$ cat src/rtl/cdb_writeback_if.sv
`default_nettype none
// ============================================================================
// Module      : cdb_writeback_if
// Description : Bundle of the issue-grant, unit-result, flush and common data
//               bus (CDB) broadcast signals used by cdb_writeback.
// Revision    : 1.0 - initial release
// ----------------------------------------------------------------------------
// Signals
//   issue_<u>, issue_<u>_tag : one-cycle issue grant and its destination tag
//                              for unit <u> in {int, ls, mul, div}
//   <u>_result               : unit result, valid in that unit's completion
//                              cycle
//   flush                    : synchronous discard of all in-flight work
//   cdb_valid/tag/data/src   : registered CDB broadcast
//   collision_err            : sticky flag, two or more completions in a cycle
// Modports
//   master : issue/result/flush producer, CDB consumer
//   slave  : the writeback block itself
// ============================================================================
interface cdb_writeback_if #(
  parameter int TAG_W  = 5,
  parameter int DATA_W = 32
);

  logic              issue_int;
  logic              issue_ls;
  logic              issue_mul;
  logic              issue_div;
  logic [TAG_W-1:0]  issue_int_tag;
  logic [TAG_W-1:0]  issue_ls_tag;
  logic [TAG_W-1:0]  issue_mul_tag;
  logic [TAG_W-1:0]  issue_div_tag;
  logic [DATA_W-1:0] int_result;
  logic [DATA_W-1:0] ls_result;
  logic [DATA_W-1:0] mul_result;
  logic [DATA_W-1:0] div_result;
  logic              flush;

  logic              cdb_valid;
  logic [TAG_W-1:0]  cdb_tag;
  logic [DATA_W-1:0] cdb_data;
  logic [1:0]        cdb_src;
  logic              collision_err;

  modport master (
    output issue_int, issue_ls, issue_mul, issue_div,
    output issue_int_tag, issue_ls_tag, issue_mul_tag, issue_div_tag,
    output int_result, ls_result, mul_result, div_result,
    output flush,
    input  cdb_valid, cdb_tag, cdb_data, cdb_src, collision_err
  );

  modport slave (
    input  issue_int, issue_ls, issue_mul, issue_div,
    input  issue_int_tag, issue_ls_tag, issue_mul_tag, issue_div_tag,
    input  int_result, ls_result, mul_result, div_result,
    input  flush,
    output cdb_valid, cdb_tag, cdb_data, cdb_src, collision_err
  );

endinterface
`default_nettype wire

$ cat src/rtl/cdb_writeback.sv
`default_nettype none
// ============================================================================
// Module      : cdb_writeback
// Description : Result writeback onto a single common data bus. Each of four
//               execution units (int, ls, mul, div) has a fixed latency; a
//               per-unit valid+tag delay line tracks grants until their
//               completion cycle, where the unit result is sampled and the
//               highest-priority completion (div > mul > int > ls) is
//               broadcast one cycle later. Losing completions are dropped
//               and flagged on a sticky collision_err.
// Revision    : 1.0 - initial release
// ----------------------------------------------------------------------------
// Parameters
//   NUM_MUL_CYC : multiply latency in cycles (>= 2)
//   NUM_DIV_CYC : divide latency in cycles (>= 2)
//   TAG_W       : destination tag width
//   DATA_W      : result width
// Ports
//   clk           : rising-edge clock
//   rst_b         : asynchronous active-low reset
//   bus           : cdb_writeback_if.slave (grants, results, flush, CDB out)
//   collision_cnt : [7:0] saturating count of dropped completions, present
//                   only when CDB_COLLISION_CNT_EN is defined
// Build option
//   CDB_COLLISION_CNT_EN : adds the collision_cnt output and its counter
// ============================================================================
module cdb_writeback #(
  parameter int NUM_MUL_CYC = 4,
  parameter int NUM_DIV_CYC = 6,
  parameter int TAG_W       = 5,
  parameter int DATA_W      = 32
) (
  input  wire            clk,
  input  wire            rst_b,
  cdb_writeback_if.slave bus
`ifdef CDB_COLLISION_CNT_EN
  ,
  output logic [7:0]     collision_cnt
`endif
);

  localparam logic [1:0] c_SRC_INT = 2'd0;
  localparam logic [1:0] c_SRC_LS  = 2'd1;
  localparam logic [1:0] c_SRC_MUL = 2'd2;
  localparam logic [1:0] c_SRC_DIV = 2'd3;

  // --------------------------------------------------------------------------
  // Per-unit delay lines. Stage 0 holds a grant sampled at the previous edge;
  // the last stage is valid in that grant's completion cycle.
  // --------------------------------------------------------------------------
  logic                              int_vld_q, int_vld_d;
  logic [TAG_W-1:0]                  int_tag_q, int_tag_d;
  logic                              ls_vld_q,  ls_vld_d;
  logic [TAG_W-1:0]                  ls_tag_q,  ls_tag_d;
  logic [NUM_MUL_CYC-1:0]            mul_vld_q, mul_vld_d;
  logic [NUM_MUL_CYC-1:0][TAG_W-1:0] mul_tag_q, mul_tag_d;
  logic [NUM_DIV_CYC-1:0]            div_vld_q, div_vld_d;
  logic [NUM_DIV_CYC-1:0][TAG_W-1:0] div_tag_q, div_tag_d;

  // CDB output registers and sticky error
  logic                              cdb_valid_q, cdb_valid_d;
  logic [TAG_W-1:0]                  cdb_tag_q,   cdb_tag_d;
  logic [DATA_W-1:0]                 cdb_data_q,  cdb_data_d;
  logic [1:0]                        cdb_src_q,   cdb_src_d;
  logic                              collision_err_q, collision_err_d;

  // Completion decode
  logic                              w_int_done;
  logic                              w_ls_done;
  logic                              w_mul_done;
  logic                              w_div_done;
  logic [2:0]                        w_num_done;
  logic                              w_collision;

  // Flush empties every stage and refuses the grants of the same cycle, so
  // nothing issued before or during the flush cycle can ever complete.
  always_comb begin
    int_vld_d = bus.issue_int & ~bus.flush;
    int_tag_d = bus.issue_int_tag;
    ls_vld_d  = bus.issue_ls & ~bus.flush;
    ls_tag_d  = bus.issue_ls_tag;
    mul_vld_d = bus.flush ? '0 : {mul_vld_q[NUM_MUL_CYC-2:0], bus.issue_mul};
    mul_tag_d = {mul_tag_q[NUM_MUL_CYC-2:0], bus.issue_mul_tag};
    div_vld_d = bus.flush ? '0 : {div_vld_q[NUM_DIV_CYC-2:0], bus.issue_div};
    div_tag_d = {div_tag_q[NUM_DIV_CYC-2:0], bus.issue_div_tag};
  end

  assign w_int_done = int_vld_q;
  assign w_ls_done  = ls_vld_q;
  assign w_mul_done = mul_vld_q[NUM_MUL_CYC-1];
  assign w_div_done = div_vld_q[NUM_DIV_CYC-1];

  assign w_num_done = {2'b00, w_int_done} + {2'b00, w_ls_done} +
                      {2'b00, w_mul_done} + {2'b00, w_div_done};

  // Completions that coincide with a flush are discarded outright, so they
  // neither reach the bus nor count as competing for it.
  assign w_collision = ~bus.flush & (w_num_done > 3'd1);

  // --------------------------------------------------------------------------
  // Fixed-priority pick. With no winner the payload registers keep their
  // previous contents and only the valid bit drops.
  // --------------------------------------------------------------------------
  always_comb begin
    cdb_valid_d = 1'b0;
    cdb_tag_d   = cdb_tag_q;
    cdb_data_d  = cdb_data_q;
    cdb_src_d   = cdb_src_q;
    if (!bus.flush) begin
      if (w_div_done) begin
        cdb_valid_d = 1'b1;
        cdb_tag_d   = div_tag_q[NUM_DIV_CYC-1];
        cdb_data_d  = bus.div_result;
        cdb_src_d   = c_SRC_DIV;
      end else if (w_mul_done) begin
        cdb_valid_d = 1'b1;
        cdb_tag_d   = mul_tag_q[NUM_MUL_CYC-1];
        cdb_data_d  = bus.mul_result;
        cdb_src_d   = c_SRC_MUL;
      end else if (w_int_done) begin
        cdb_valid_d = 1'b1;
        cdb_tag_d   = int_tag_q;
        cdb_data_d  = bus.int_result;
        cdb_src_d   = c_SRC_INT;
      end else if (w_ls_done) begin
        cdb_valid_d = 1'b1;
        cdb_tag_d   = ls_tag_q;
        cdb_data_d  = bus.ls_result;
        cdb_src_d   = c_SRC_LS;
      end
    end
  end

  // Sticky: only reset clears it, flush leaves it alone.
  assign collision_err_d = collision_err_q | w_collision;

  always_ff @(posedge clk or negedge rst_b) begin
    if (!rst_b) begin
      int_vld_q       <= 1'b0;
      int_tag_q       <= '0;
      ls_vld_q        <= 1'b0;
      ls_tag_q        <= '0;
      mul_vld_q       <= '0;
      mul_tag_q       <= '0;
      div_vld_q       <= '0;
      div_tag_q       <= '0;
      cdb_valid_q     <= 1'b0;
      cdb_tag_q       <= '0;
      cdb_data_q      <= '0;
      cdb_src_q       <= '0;
      collision_err_q <= 1'b0;
    end else begin
      int_vld_q       <= int_vld_d;
      int_tag_q       <= int_tag_d;
      ls_vld_q        <= ls_vld_d;
      ls_tag_q        <= ls_tag_d;
      mul_vld_q       <= mul_vld_d;
      mul_tag_q       <= mul_tag_d;
      div_vld_q       <= div_vld_d;
      div_tag_q       <= div_tag_d;
      cdb_valid_q     <= cdb_valid_d;
      cdb_tag_q       <= cdb_tag_d;
      cdb_data_q      <= cdb_data_d;
      cdb_src_q       <= cdb_src_d;
      collision_err_q <= collision_err_d;
    end
  end

  assign bus.cdb_valid     = cdb_valid_q;
  assign bus.cdb_tag       = cdb_tag_q;
  assign bus.cdb_data      = cdb_data_q;
  assign bus.cdb_src       = cdb_src_q;
  assign bus.collision_err = collision_err_q;

`ifdef CDB_COLLISION_CNT_EN
  // --------------------------------------------------------------------------
  // Dropped-completion counter: adds (completions - 1) in every collision
  // cycle and saturates at 255. The 9-bit sum exposes the overflow.
  // --------------------------------------------------------------------------
  logic [7:0] collision_cnt_q, collision_cnt_d;
  logic [8:0] w_cnt_sum;

  always_comb begin
    w_cnt_sum       = {1'b0, collision_cnt_q} + {6'b0, w_num_done - 3'd1};
    collision_cnt_d = collision_cnt_q;
    if (w_collision) begin
      collision_cnt_d = w_cnt_sum[8] ? 8'hFF : w_cnt_sum[7:0];
    end
  end

  always_ff @(posedge clk or negedge rst_b) begin
    if (!rst_b) begin
      collision_cnt_q <= 8'd0;
    end else begin
      collision_cnt_q <= collision_cnt_d;
    end
  end

  assign collision_cnt = collision_cnt_q;
`endif

endmodule
`default_nettype wire

$ cat src/flat_wrapper.sv
// flat-port wrapper written by rule: the top's interface ports become plain ports
module cdb_writeback_flat 
#(
  parameter int NUM_MUL_CYC = 4,
  parameter int NUM_DIV_CYC = 6,
  parameter int TAG_W       = 5,
  parameter int DATA_W      = 32
)
  (clk, rst_b, bus_issue_int, bus_issue_ls, bus_issue_mul, bus_issue_div, bus_issue_int_tag, bus_issue_ls_tag, bus_issue_mul_tag, bus_issue_div_tag, bus_int_result, bus_ls_result, bus_mul_result, bus_div_result, bus_flush, bus_cdb_valid, bus_cdb_tag, bus_cdb_data, bus_cdb_src, bus_collision_err);
  cdb_writeback_if #(.TAG_W(TAG_W), .DATA_W(DATA_W)) bus_i ();
  input  wire clk;
  input  wire rst_b;
  input wire logic [$bits(bus_i.issue_int)-1:0] bus_issue_int;
  input wire logic [$bits(bus_i.issue_ls)-1:0] bus_issue_ls;
  input wire logic [$bits(bus_i.issue_mul)-1:0] bus_issue_mul;
  input wire logic [$bits(bus_i.issue_div)-1:0] bus_issue_div;
  input wire logic [$bits(bus_i.issue_int_tag)-1:0] bus_issue_int_tag;
  input wire logic [$bits(bus_i.issue_ls_tag)-1:0] bus_issue_ls_tag;
  input wire logic [$bits(bus_i.issue_mul_tag)-1:0] bus_issue_mul_tag;
  input wire logic [$bits(bus_i.issue_div_tag)-1:0] bus_issue_div_tag;
  input wire logic [$bits(bus_i.int_result)-1:0] bus_int_result;
  input wire logic [$bits(bus_i.ls_result)-1:0] bus_ls_result;
  input wire logic [$bits(bus_i.mul_result)-1:0] bus_mul_result;
  input wire logic [$bits(bus_i.div_result)-1:0] bus_div_result;
  input wire logic [$bits(bus_i.flush)-1:0] bus_flush;
  output wire logic [$bits(bus_i.cdb_valid)-1:0] bus_cdb_valid;
  output wire logic [$bits(bus_i.cdb_tag)-1:0] bus_cdb_tag;
  output wire logic [$bits(bus_i.cdb_data)-1:0] bus_cdb_data;
  output wire logic [$bits(bus_i.cdb_src)-1:0] bus_cdb_src;
  output wire logic [$bits(bus_i.collision_err)-1:0] bus_collision_err;
  assign bus_i.issue_int = bus_issue_int;
  assign bus_i.issue_ls = bus_issue_ls;
  assign bus_i.issue_mul = bus_issue_mul;
  assign bus_i.issue_div = bus_issue_div;
  assign bus_i.issue_int_tag = bus_issue_int_tag;
  assign bus_i.issue_ls_tag = bus_issue_ls_tag;
  assign bus_i.issue_mul_tag = bus_issue_mul_tag;
  assign bus_i.issue_div_tag = bus_issue_div_tag;
  assign bus_i.int_result = bus_int_result;
  assign bus_i.ls_result = bus_ls_result;
  assign bus_i.mul_result = bus_mul_result;
  assign bus_i.div_result = bus_div_result;
  assign bus_i.flush = bus_flush;
  assign bus_cdb_valid = bus_i.cdb_valid;
  assign bus_cdb_tag = bus_i.cdb_tag;
  assign bus_cdb_data = bus_i.cdb_data;
  assign bus_cdb_src = bus_i.cdb_src;
  assign bus_collision_err = bus_i.collision_err;
  cdb_writeback #(.NUM_MUL_CYC(NUM_MUL_CYC), .NUM_DIV_CYC(NUM_DIV_CYC), .TAG_W(TAG_W), .DATA_W(DATA_W)) u_core (.clk(clk), .rst_b(rst_b), .bus(bus_i));
endmodule
$ cat config.mk
export PLATFORM = sky130hd
export DESIGN_NAME = cdb_writeback_flat
export DESIGN_NICKNAME = d
export VERILOG_FILES = /design/src/rtl/cdb_writeback_if.sv /design/src/rtl/cdb_writeback.sv /design/src/flat_wrapper.sv
export SDC_FILE = /design/constraint.sdc
export NUM_CORES = 1
export LEC_CHECK = 0
export ABC_AREA = 1
export CELL_PAD_IN_SITES_DETAIL_PLACEMENT = 1
export CELL_PAD_IN_SITES_GLOBAL_PLACEMENT = 2
export CORE_UTILIZATION = 25
export DETAILED_ROUTE_END_ITERATION = 12
export GPL_ROUTABILITY_DRIVEN = 0
export PLACE_DENSITY_LB_ADDON = 0.08
export SLEW_MARGIN = 10
export SYNTH_ARGS = -nofsm -noshare
export SYNTH_HDL_FRONTEND = slang
export SYNTH_SLANG_ARGS = --single-unit
export TNS_END_PERCENT = 5
$ cat constraint.sdc
create_clock -name clk -period 3.3 [get_ports clk]
set_input_delay 0.66 -clock clk [delete_from_list [all_inputs] [get_ports clk]]
set_output_delay 0.66 -clock clk [all_outputs]
set_load 0.005 [all_outputs]
# After elaboration in Yosys (flattened, before gate mapping)
# Index checks and enable logic that the tools add are counted.
dict set report word_totals {
  register_bits 113
  input_bits 155
  output_inout_bits 41
  wordCells 51
}
dict set report classes {
  add_sub_neg 3
  magnitude_cmp 1
  n_mux 19
  bitwise_logic 5
  n_reduce_logical 2
}
# operator n
set op_table {}
lappend op_table {{$mux W32} 4}
lappend op_table {{$mux W5} 4}
lappend op_table {{$mux W2} 4}
lappend op_table {{$add A3 B1 Y3} 2}
lappend op_table {{$mux W6} 1}
lappend op_table {{$mux W1} 5}
lappend op_table {{$mux W4} 1}
lappend op_table {{$reduce_bool A4 Y1} 1}
lappend op_table {{$and A1 B1 Y1} 3}
lappend op_table {{$gt A3 B1 Y1 const B} 1}
lappend op_table {{$add A1 B1 Y2} 1}
lappend op_table {{$reduce_and A2 Y1} 1}
lappend op_table {{$not A1 Y1} 1}
lappend op_table {{$or A1 B1 Y1} 1}

# Logic depth before layout (Yosys ltp)
dict set report logic_depth {
  ltp_word 6
  mapped_depth 10
  depth_no_buf 7
}

# Worst setup path before layout
# No wires, ideal clock.
dict set report synth_timing {
  kind {reg-to-reg}
  start {register u_core.int_vld_q}
  end {register u_core.collision_err_q (netlist: u_core.bus.collision_err)}
  setup_time_ns 0.127
  arrival_time_ns 1.608
  t_required_ns 3.173
  slack_ns 1.564
  path_stages_with_launch 8
  n_path_buf 1
  synth_period_minus_slack_ns 1.736
  cell_sequence {dfrtp_1 > inv_1 > clkbuf_1 > ha_1 > ha_1 > nand2_1 > a21oi_1 > or2_2}
}
dict set report synth_between {
  elab_chain_len 6
}
# element line_no
set synth_rtl {}
lappend synth_rtl {{from (decl)} cdb_writeback.sv:51} ;# logic int_vld_q, int_vld_d;
lappend synth_rtl {{from (signal assigned)} cdb_writeback.sv:153} ;# int_vld_q <= int_vld_d;
lappend synth_rtl {{$add A1 B1 Y2} cdb_writeback.sv:93} ;# assign w_num_done = {2'b00, w_int_done} + {2'b00, w_ls_done} +
lappend synth_rtl {{$add A3 B1 Y3} cdb_writeback.sv:93}
lappend synth_rtl {{$add A3 B1 Y3} cdb_writeback.sv:94} ;# {2'b00, w_mul_done} + {2'b00, w_div_done};
lappend synth_rtl {{$gt A3 B1 Y1} cdb_writeback.sv:98} ;# assign w_collision = ~bus.flush & (w_num_done > 3'd1);
lappend synth_rtl {{$and A1 B1 Y1} cdb_writeback.sv:98}
lappend synth_rtl {{$or A1 B1 Y1} cdb_writeback.sv:135} ;# assign collision_err_d = collision_err_q | w_collision;
lappend synth_rtl {{via u_core.collision_err_d} cdb_writeback.sv:65} ;# logic collision_err_q, collision_err_d;
lappend synth_rtl {{to (signal assigned)} cdb_writeback.sv:165} ;# collision_err_q <= collision_err_d;
lappend synth_rtl {{to (decl)} cdb_writeback.sv:65}
# The timed path passes the listed nets, and every way through them passes these cells.
# A chain may end at the register's enable or synchronous reset.

# Worst setup path in the final report
dict set report layout_timing {
  start {register u_core.mul_vld_q[3]}
  end {register u_core.cdb_data_q[4] (netlist: u_core.bus.cdb_data[4])}
}
dict set report layout_between {
  elab_chain_len 2
  word_cells_on_any_way 4
  classes_between {mux (2); reduce/logical (2)}
}
# element line_no
set layout_rtl {}
lappend layout_rtl {{from (decl)} cdb_writeback.sv:55} ;# logic [NUM_MUL_CYC-1:0] mul_vld_q, mul_vld_d;
lappend layout_rtl {{from (signal assigned)} cdb_writeback.sv:157} ;# mul_vld_q <= mul_vld_d;
lappend layout_rtl {{$reduce_bool A4 Y1 (no source line) or $mux W32 (tied branches)} n/a}
lappend layout_rtl {{$reduce_and A2 Y1 (no source line) or $mux W32 (tied branches)} n/a}
lappend layout_rtl {{to (signal assigned)} cdb_writeback.sv:163} ;# cdb_data_q <= cdb_data_d;
lappend layout_rtl {{to (decl)} cdb_writeback.sv:63} ;# logic [DATA_W-1:0] cdb_data_q, cdb_data_d;
# Parallel ways exist; a longest one is shown, timed or not.

==> results.cfg <==
[run_status]
status = completed

[grt]
grt-ovfl-total = 0
grt_antenna_before_repair = 0
grt_pass1_vias = 4970
grt_max_degree = 77
grt_pass1_wl_mm = 25.9
grt_use_total_pct = 15.8

[critical_path]
cp.arrival_ns = 2.37
cp_max_fo = 40
endpoint_kind = flip-flop
required_ns = 3.64
critPathKind = reg2reg
start_kind = flip-flop
rr_worst_depth = 6
rrSetupSlack_ns = 1.27

[floorplanning]
dieArea_sq_um = 21300
start_util_pct = 25.5
dieHeight_um = 146
rows = 52
die_w_um = 146
num_io_pins = 196
coreArea_sq_um = 20300

[pwr]
p_clk_share_pct = 44.4
netSwitchingFraction_pct = 24.3
p_int_mw = 3.07
seqPwrFrac_pct = 39.2
p_per_area_nw_per_um2 = 508
switchingPower_mw = 0.983
p_leak_nw = 4.29
ir_worst_vdd_mv = 0.377
combPwrFrac_pct = 16.3

[flow_run]
drv_cap = 0

[cts]
cts_tree = done
htreeDepth = 4
cts-resized-gates = 0
ctsHoldBuffers = 0
cts_buffer_depth = 2
clk_pin_slew_worst_paths_ns = 0.05
cts.sinks = 113
cts_buffers = 17
cts_root_buf = clkbuf_16
clkLatencyLatePin_ns = 0.41
cts_post_setup_buffers_inserted = 0

[finish]
fillers = 2473
layout.nets = 1054
multiInputGateArea_sq_um = 1720
layout_commonest_cell = nand2_1
diodes = 0
drive_gt1_share_pct = 4.95
fin_cells = 1179
mostFrequentLayoutCells = nand2_1 (300), clkdlybuf4s50_1 (194), inv_1 (125)
area_delta_synth_final_pct = 53.9
register_area_sq_um = 2830

[sta]
finalSetupViolCount = 0
tns_ns = 0
min_period_over_period_pct = 61.4
setup_ws_ns = 1.27
drv_slew = 0
rsz0062_at_grt = false
timing.final.hold_violations = 0
max_slew_margin_pct = 37.0
period_needed_ns = 2.03
skew_ns = 0.00491
fmax_mhz = 494
worst_pin_slew_ns = 0.946

[synth]
ys_ff_latch = 113
ys_seq_area_share_pct = 54.6
synth_nets = 866
syn_inst = 708
syn_area_sq_um = 5180
synth.avg_cell_area_sq_um = 7.32
ys_types = 15
ys_warn_count = 0

[routing]
ant_nets = 0
dr.pass1.iters = 6
drtIter0Drc = 140
vias_per_cell = 4.02
wirelength_mm = 16.1
wl_per_cell_um = 13.6
remaining_drc_errors = 0
dr_total_vias = 4745

[placement]
dp.final_hpwl_mm = 11.0
dpl.cell_count = 1147
numPortBuffers = 195
dp_slack_ns = 0.998

[hold_path]
hp-class = in2async
[synthesized netlist by cell type]
cell type / instances / area (sq um)
inv_1: 126 / 473
ha_1: 3 / 37.5
clkbuf_1: 10 / 37.5
or2_2: 1 / 6.26
buf_4: 3 / 22.5
inv_2: 1 / 3.75
nor2_1: 89 / 334
nand2_1: 300 / 1130
nand2_2: 1 / 6.26
a21oi_1: 1 / 5.00
nand3_1: 37 / 185
dfrtp_1: 113 / 2830
nor2_2: 1 / 6.26
o21ai_0: 2 / 10.0
buf_2: 20 / 100
[sequential cells by signal (all words and copies together) (netlist names), 4 cells and up]
signal / count
u_core.bus.cdb_data: 32
u_core.int_tag_q: 5
u_core.div_tag_d: 25
u_core.div_tag_q: 5
u_core.mul_tag_q: 5
u_core.div_vld_q: 6
u_core.ls_tag_q: 5
u_core.mul_vld_q: 4
u_core.bus.cdb_tag: 5
u_core.mul_tag_d: 15
[worst max-delay path, cell delays in order, from the launching register on]
cell and delay, ns:
dfrtp_2 0.99, nor2_4 0.03, nand2_1 0.10, nand2_2 0.06
inv_2 0.53, nand2_1 0.16, nand2_1 0.09
[metal layers]
metal	routed length (um)	up-vias	track usage, %
met5	0	-	0
met4	140	0	4.74
met3	762	9	3.76
li1	-	2400	-
met1	7440	2217	20.2
met2	7710	119	26.3
[cell families (layout without fill, tap and decap cells)]
| group | after synthesis | in the layout | share of synthesized area, % |
|---|---|---|---|
| fa+ha+maj | 3 | 3 | 0.725 |
| flops | 113 | 113 | 54.6 |
| compound gates | 3 | 3 | 0.290 |
| simple gates | 429 | 429 | 32.1 |
| buf+inv | 160 | 361 | 12.3 |
[through the flow]
| step | hold WS [ns] | cell area (sq um) | utilization [%] | power, mW |
|---|---|---|---|---|
| floorplan | 0.331 | 5180 | - | 1.80 |
| global placement | 0.332 | 7380 | 36.4 | 2.28 |
| detailed placement | 0.336 | 7380 | 36.4 | 2.29 |
| CTS | 0.228 | 7970 | 39.3 | 4.13 |
| global route | 0.245 | 7970 | 39.3 | 4.27 |
| finish | 0.226 | 7970 | 39.3 | 4.05 |
[worst paths after layout]
path / from / to
min in group clk: u_core.div_tag_d[17]$_DFF_PN0_ / u_core.div_tag_d[22]$_DFF_PN0_
max reg2reg: u_core.mul_vld_q[3]$_DFF_PN0_ / u_core.bus.cdb_data[4]$_DFFE_PN0P_
min: rst_b / u_core.ls_tag_q[0]$_DFF_PN0_
min reg2reg: u_core.div_tag_d[17]$_DFF_PN0_ / u_core.div_tag_d[22]$_DFF_PN0_
max in group asynchronous: rst_b / u_core.int_vld_q$_DFF_PN0_
max: u_core.mul_vld_q[3]$_DFF_PN0_ / u_core.bus.cdb_data[4]$_DFFE_PN0P_
[power groups by stage]
stage               registers (mW)  logic (mW)  clock network [mW]
floorplan                     1.60       0.197                   0
finish                        1.59       0.662                1.80
global placement              1.61       0.663                   0
CTS                           1.59       0.681                1.86
global route                  1.61       0.733                1.93
detailed placement            1.62       0.676                   0
[area by class of cell]
class,count,share of cell area [%]
multi-input combinational,435,21.6
timing repair buffer,202,25.3
clock buffer,21,5.78
inverter,127,5.98
sequential,113,35.5
tap,270,4.24
clock inverter,11,1.63
No activity file was read; power rests on OpenSTA's default activity.
